File: config.mk
export PLATFORM = sky130hd
export DESIGN_NAME = ccd_cds_sampler
export DESIGN_NICKNAME = d
export VERILOG_FILES = /design/src/rtl/ccd_pkg.sv /design/src/rtl/cds_fifo.sv /design/src/rtl/ccd_cds_sampler.sv
export SDC_FILE = /design/constraint.sdc
export NUM_CORES = 1
export LEC_CHECK = 0
export CAP_MARGIN = 30
export CORE_AREA = 2 2 160 123
export CTS_CLUSTER_SIZE = 28
export DETAILED_ROUTE_END_ITERATION = 10
export DIE_AREA = 0 0 162 125
export PLACE_DENSITY_LB_ADDON = 0.05
export SYNTH_ARGS = -nofsm -noshare
export SYNTH_HDL_FRONTEND = slang
export SYNTH_SLANG_ARGS = --single-unit
File: constraint.sdc
create_clock -name clk -period 8.15 [get_ports clk]
set_input_delay 1.63 -clock clk [delete_from_list [all_inputs] [get_ports clk]]
set_output_delay 1.63 -clock clk [all_outputs]
set_load 0.01 [all_outputs]
File: src/rtl/ccd_pkg.sv
// Shared types and defaults for the CCD correlated-double-sampling block.
// Latency: none (declarations only).
// Backpressure: none (declarations only).
package ccd_pkg;

  localparam int ADC_W_DEF  = 12;
  localparam int PIX_W_DEF  = 10;
  localparam int LINE_W_DEF = 10;
  localparam int FIFO_DEPTH = 4;
  // Settle counter width; it covers SETTLE_CYCLES values up to 255.
  localparam int SETTLE_W   = 8;

  typedef enum logic [2:0] {
    IDLE,
    SETTLE_REF,
    WAIT_SIG,
    SETTLE_SIG,
    PUSH
  } cds_state_t;

endpackage

File: src/rtl/cds_fifo.sv
// Four-entry first-word-fall-through result FIFO for the CDS sampler.
// Latency: a write is visible on rd_data/!empty the cycle after it is accepted.
// Backpressure: writes are refused when full, unless a read happens in the same cycle.
module cds_fifo
  import ccd_pkg::*;
#(
  parameter int W = 32
) (
  input  logic         clk,
  input  logic         rst,
  input  logic         wr_en,
  input  logic [W-1:0] wr_data,
  input  logic         rd_en,
  output logic [W-1:0] rd_data,
  output logic         full,
  output logic         empty
);

  localparam int AW = $clog2(FIFO_DEPTH);

  logic [W-1:0]  mem [FIFO_DEPTH];
  logic [AW-1:0] wr_ptr;
  logic [AW-1:0] rd_ptr;
  logic [AW:0]   count;
  logic          do_wr;
  logic          do_rd;

  assign full    = (count == (AW+1)'(FIFO_DEPTH));
  assign empty   = (count == '0);
  assign do_rd   = rd_en && !empty;
  // A read in the same cycle frees a slot, so a write into a full FIFO still lands.
  assign do_wr   = wr_en && (!full || do_rd);
  assign rd_data = mem[rd_ptr];

  // Storage, pointers and occupancy; storage is cleared so outputs read zero after reset.
  always_ff @(posedge clk or posedge rst) begin
    if (rst) begin
      for (int i = 0; i < FIFO_DEPTH; i++) mem[i] <= '0;
      wr_ptr <= '0;
      rd_ptr <= '0;
      count  <= '0;
    end else begin
      if (do_wr) begin
        mem[wr_ptr] <= wr_data;
        wr_ptr      <= wr_ptr + AW'(1);
      end
      if (do_rd) rd_ptr <= rd_ptr + AW'(1);
      case ({do_wr, do_rd})
        2'b10:   count <= count + (AW+1)'(1);
        2'b01:   count <= count - (AW+1)'(1);
        default: count <= count;
      endcase
    end
  end

endmodule

File: src/rtl/ccd_cds_sampler.sv
// CCD correlated-double-sampler: strobes reset/signal levels off phase edges, queues ref-sig per pixel.
// Latency: SETTLE_CYCLES after each detected phase edge to its strobe; result valid 1 cycle after PUSH.
// Backpressure: 4-entry FIFO with valid/ready; a PUSH into a full FIFO drops and sets sticky overflow.
// Optional build macro CDS_TEST_PATTERN_EN adds test_mode (result = pixel XOR line).
module ccd_cds_sampler
  import ccd_pkg::*;
#(
  parameter int ADC_W         = ADC_W_DEF,
  parameter int PIX_W         = PIX_W_DEF,
  parameter int LINE_W        = LINE_W_DEF,
  parameter int SETTLE_CYCLES = 4
) (
  input  logic              clk,
  input  logic              rst,
  input  logic              enable,
  input  logic              phi_p,
  input  logic              phi_r,
  input  logic              phi_l1,
  input  logic              phi_l2,
  input  logic [ADC_W-1:0]  adc_data,
  output logic              smp_ref,
  output logic              smp_sig,
  output logic [ADC_W-1:0]  out_data,
  output logic [PIX_W-1:0]  out_pix,
  output logic [LINE_W-1:0] out_line,
  output logic              out_valid,
  input  logic              out_ready,
  output logic              overflow
`ifdef CDS_TEST_PATTERN_EN
  ,
  input  logic              test_mode
`endif
);

  localparam int ENTRY_W = ADC_W + PIX_W + LINE_W;
  localparam logic [SETTLE_W-1:0] SETTLE_LAST = SETTLE_W'(SETTLE_CYCLES - 1);

  logic                phi_p_q, phi_r_q, phi_l1_q, phi_l2_q;
  logic                p_rise, r_fall, l2_fall;
  cds_state_t          state, state_nxt;
  logic [SETTLE_W-1:0] cnt;
  logic                settle_done;
  logic                push;
  logic [ADC_W-1:0]    ref_lvl, sig_lvl, result;
  logic [PIX_W-1:0]    pix_cnt;
  logic [LINE_W-1:0]   line_cnt;
  logic                fifo_full, fifo_empty, pop;
  logic [ENTRY_W-1:0]  rd_entry;
  logic                unused_phi_l1;

  // One register stage on every phase; edges are the current input against that copy.
  always_ff @(posedge clk or posedge rst) begin
    if (rst) begin
      phi_p_q  <= 1'b0;
      phi_r_q  <= 1'b0;
      phi_l1_q <= 1'b0;
      phi_l2_q <= 1'b0;
    end else begin
      phi_p_q  <= phi_p;
      phi_r_q  <= phi_r;
      phi_l1_q <= phi_l1;
      phi_l2_q <= phi_l2;
    end
  end

  assign p_rise  = phi_p & ~phi_p_q;
  assign r_fall  = ~phi_r & phi_r_q;
  assign l2_fall = ~phi_l2 & phi_l2_q;
  // phi_l1 carries no sampling event of its own.
  assign unused_phi_l1 = phi_l1_q;

  assign settle_done = (cnt == SETTLE_LAST);

  // State register and settle counter; the counter restarts on every state change.
  always_ff @(posedge clk or posedge rst) begin
    if (rst) begin
      state <= IDLE;
      cnt   <= '0;
    end else begin
      state <= state_nxt;
      if (state_nxt == state && (state == SETTLE_REF || state == SETTLE_SIG))
        cnt <= cnt + SETTLE_W'(1);
      else
        cnt <= '0;
    end
  end

  // Next state and strobes; the strobe fires in the last settle cycle, and enable=0 kills everything.
  always_comb begin
    state_nxt = state;
    smp_ref   = 1'b0;
    smp_sig   = 1'b0;
    push      = 1'b0;
    case (state)
      IDLE:       if (r_fall) state_nxt = SETTLE_REF;
      SETTLE_REF: if (settle_done) begin
                    smp_ref   = 1'b1;
                    state_nxt = WAIT_SIG;
                  end
      WAIT_SIG:   if (l2_fall) state_nxt = SETTLE_SIG;
      SETTLE_SIG: if (settle_done) begin
                    smp_sig   = 1'b1;
                    state_nxt = PUSH;
                  end
      PUSH:       begin
                    push      = 1'b1;
                    state_nxt = IDLE;
                  end
      default:    state_nxt = IDLE;
    endcase
    if (!enable) begin
      state_nxt = IDLE;
      smp_ref   = 1'b0;
      smp_sig   = 1'b0;
      push      = 1'b0;
    end
  end

  // Capture the ADC word on each strobe.
  always_ff @(posedge clk or posedge rst) begin
    if (rst) begin
      ref_lvl <= '0;
      sig_lvl <= '0;
    end else begin
      if (smp_ref) ref_lvl <= adc_data;
      if (smp_sig) sig_lvl <= adc_data;
    end
  end

  // CDS difference, clamped at zero when the signal level exceeds the reset level.
  always_comb begin
    result = (ref_lvl >= sig_lvl) ? (ref_lvl - sig_lvl) : '0;
`ifdef CDS_TEST_PATTERN_EN
    if (test_mode) result = ADC_W'(pix_cnt) ^ ADC_W'(line_cnt);
`endif
  end

  // Pixel/line position; a line start takes priority over the PUSH pixel increment.
  always_ff @(posedge clk or posedge rst) begin
    if (rst) begin
      pix_cnt  <= '0;
      line_cnt <= '0;
    end else if (!enable) begin
      pix_cnt  <= '0;
      line_cnt <= '0;
    end else if (p_rise) begin
      pix_cnt  <= '0;
      line_cnt <= line_cnt + LINE_W'(1);
    end else if (push) begin
      pix_cnt  <= pix_cnt + PIX_W'(1);
    end
  end

  assign pop = out_valid & out_ready;

  // Sticky drop flag, cleared only by reset or disabling readout.
  always_ff @(posedge clk or posedge rst) begin
    if (rst)
      overflow <= 1'b0;
    else if (!enable)
      overflow <= 1'b0;
    else if (push && fifo_full && !pop)
      overflow <= 1'b1;
  end

  cds_fifo #(
    .W (ENTRY_W)
  ) u_fifo (
    .clk     (clk),
    .rst     (rst),
    .wr_en   (push),
    .wr_data ({result, pix_cnt, line_cnt}),
    .rd_en   (pop),
    .rd_data (rd_entry),
    .full    (fifo_full),
    .empty   (fifo_empty)
  );

  assign out_valid = ~fifo_empty;
  assign out_data  = rd_entry[ENTRY_W-1 -: ADC_W];
  assign out_pix   = rd_entry[LINE_W +: PIX_W];
  assign out_line  = rd_entry[LINE_W-1:0];

endmodule

==> results.md <==
- Result of the run: completed
- Commonest non-fill, non-tap cell in the layout: dfrtp_1
- Power per Cell Area: 175 nW/µm²
- Top delay family on crit path: buffers and inverters
- Global routing's busiest layer: met2
- Antenna Nets Post-Route: 0
- Vias: 5372
- Max Freq: 196 MHz
- Synth cell types: 52
- Die X-Extent: 162 µm
- Worst Skew: 0.00961 ns
- PortBufs: 54
- Crit-path slowest cell: clkdlybuf4s50_1
- Pre-CTS setup slack: 3.03 ns
- GR Overflow Total: 0
- M1 GR Usage: 26.5%
- Avg Inst Size Synth: 13.5 µm²
- Post-Syn Nets: 720
- EDFF count, synth: 0
- Pin count of the biggest net entering global routing: 102
- Top-area cell type share of the netlist area: 53.1%
- Max-Cap Viols: 0
- WP data arrival: 3.48 ns
- Post-DP Area: 9950 µm²
- CP Cell Sequence: clkdlybuf4s50_1, buf_4, nand2_1, nor3_1, nand2_1, buf_4, inv_1, clkdlybuf4s50_1
- Crit-path max FO: 17
- Ys async rst share: 100%
- Clock transition at the registers of the reported paths: 0.06 ns
- Worst min-delay path category: register to register
- Hpwl dp: 11.3 mm
- Area Growth Syn to Fin: 15.5%
- TNS Setup: 0 ns
- Fin worst setup slack: 3.04 ns
- Synth top area cells: dfrtp_1, mux2_1, mux4_2
- Clock Path Buffers: 2
- Slew Limit Headroom: 46.2%
- Starting Density: 48.6%
- CTS Buf Count: 17
- Cts hold-fix bufs: 0
- Synthesized area: 9140 µm²
- Sequential area share after synthesis: 53.1%
- CTS Root Cell: clkbuf_16
- Drt drc: 0
- Share of cells above drive strength 1: 16.7%
- Diode count: 0
- Ys flop type: dfrtp_1
- Post-CTS setup buffers: 0
- # rows: 44
- CP startpoint kind: input port
- Fin. Hold Viols: 0
- Buffers plus inverters on the worst setup path: 5
- Worst-Skew Late Latency: 0.43 ns
- RePlAce Congestion: 0.806
- Max rail drop VDD: 123 µV
- Via/cell ratio: 5.39
- Syn Inst Count: 679
- Synthesized flop and latch total: 194
- RSZ-0062 raised after global routing: false
- Area taken by multi-input logic gates: 4060 µm²
- First-pass GRT wire length: 29.9 mm
- Ports: 56
- Nets: 773
- Met3 Use GR: 3.78%
- WL final: 17.6 mm
- Num Clock Sinks: 194
- Filler cells: 1570
- Leak Pwr: 0.00510 µW
- Slew @ Worst Pin: 0.807 ns
- CP required: 6.52 ns
- Yosys top cell by area: dfrtp_1
- Max incr delay on CP: 0.52 ns
- H-tree depth: 4
- 1st-iter DRT viols: 298
- WS Path Type: input port to primary output
- Min cycle time layout: 5.11 ns
- CORE AREA: 18800 µm²
- Tcrit/Tclk final: 62.6%
- Crit end category: primary output
- Final Slew Violations: 0
- TritonCTS clock tree: built
- FF/Latch Area: 4860 µm²
- Post-route cell area: 10600 µm²
- Total power: 1850 µW
- Drt pass-1 iters: 5
- Die height: 125 µm
- M2 GR Usage: 30.1%
- Die area: 20300 µm²
- Final setup fails: 0
- Yosys warning total: 0
- Commonest cells after routing, fill and taps aside: dfrtp_1, mux2_1, clkdlybuf4s50_1
- Initial antenna violation count: 0
- GRT Util Overall: 18.8%
- Vias in the first global route: 5769
- DR WL/cell: 17.7 µm
- Post-CTS resize count: 0
==> state kept, by name, indices dropped and copies added (netlist names) <==
signal         flops
u_fifo.wr_ptr      2
phi_r_q            1
cnt                8
sig_lvl           12
u_fifo.mem       128
phi_p_q            1
pix_cnt           10
overflow           1
u_fifo.count       3
u_fifo.rd_ptr      2
line_cnt          10
phi_l2_q           1
state              3
ref_lvl           12
==> kinds of logic (layout without fill, tap and decap cells) <==
logic type / Yosys count / in the layout / share of synthesized area, %
flops: 194 / 194 / 53.1
mux: 167 / 167 / 24.8
simple gates: 145 / 145 / 8.81
compound gates: 65 / 65 / 4.43
buf+inv: 52 / 117 / 2.46
xor+xnor: 35 / 35 / 3.35
fa+ha+maj: 21 / 21 / 3.04
==> per-stage QoR <==
step / hold slack (ns) / std cells / utilization [%]
2_1_floorplan: 0.443 / 679 / -
3_3_place_gp: 0.455 / 964 / 52.7
3_5_place_dp: 0.466 / 965 / 52.8
4_1_cts: 0.485 / 996 / 55.9
5_1_grt: 0.500 / 997 / 56.1
6_report: 0.480 / 997 / 56.1
==> cell type report <==
class,count,area share [%]
clock buffer,20,4.33
clock inverter,11,1.22
inverter,23,0.865
multi-input combinational,433,38.5
sequential,194,46.0
tap,253,3.00
timing repair buffer,63,6.14
==> report_power, final <==
part / switching (µW) / internal [µW] / leakage [µW] / total (µW)
Clock: 364 / 470 / 0.000283 / 834
Combinational: 30.9 / 16.3 / 0.00213 / 47.2
Sequential: 2.28 / 965 / 0.00269 / 967
Total: 397 / 1450 / 0.00510 / 1850
==> final timing paths <==
check                                   end  slack (ns)  cells after the start            from
max                                 smp_sig        3.04                      8          enable
min                          u_fifo.mem[84]        0.48                      2  u_fifo.mem[84]
max reg2reg                  u_fifo.mem[61]        5.50                     10      ref_lvl[0]
min reg2reg                  u_fifo.mem[84]        0.48                      2  u_fifo.mem[84]
max in group asynchronous  u_fifo.rd_ptr[0]        5.39                      5             rst
min in group asynchronous    u_fifo.mem[40]        1.46                      2             rst
==> routing by layer <==
metal | up-vias | routed length [µm]
met3 | 18 | 515
met4 | 0 | 215
met5 | - | 0
li1 | 2520 | -
met2 | 81 | 8330
met1 | 2753 | 8560
==> tightest hold or removal path: cells and delay by family (launching register included) <==
| kind | cells | cell delay [ns] |
|---|---|---|
| AO/OA/AOI/OAI | 1 | 0.05 |
| AND/OR/NAND/NOR | 1 | 0.05 |
| flip-flops | 1 | 0.34 |
==> cells in the mapped netlist (2+ instances only) <==
master,number
nor3_1,3
nand2b_1,6
buf_2,12
nand2_1,42
and4_1,3
o21ai_1,14
fa_1,2
and3_1,6
or2_1,2
nor2_1,30
buf_4,2
xnor2_1,18
and2_1,11
nor2_2,2
a31oi_1,2
o31ai_1,4
a21oi_1,19
mux2_1,96
nand2_4,4
o21ai_0,9
o21a_1,2
a21o_1,3
clkbuf_1,14
a22o_1,4
mux2_4,8
inv_1,23
o211ai_1,3
mux2_2,27
mux4_2,32
dfrtp_1,194
mux2i_1,4
nor3b_1,2
xor2_1,17
nand3_1,11
nand4_1,7
or3_1,2
nor2b_1,6
ha_1,19
Note: power is estimated with default switching activity, not from simulation.
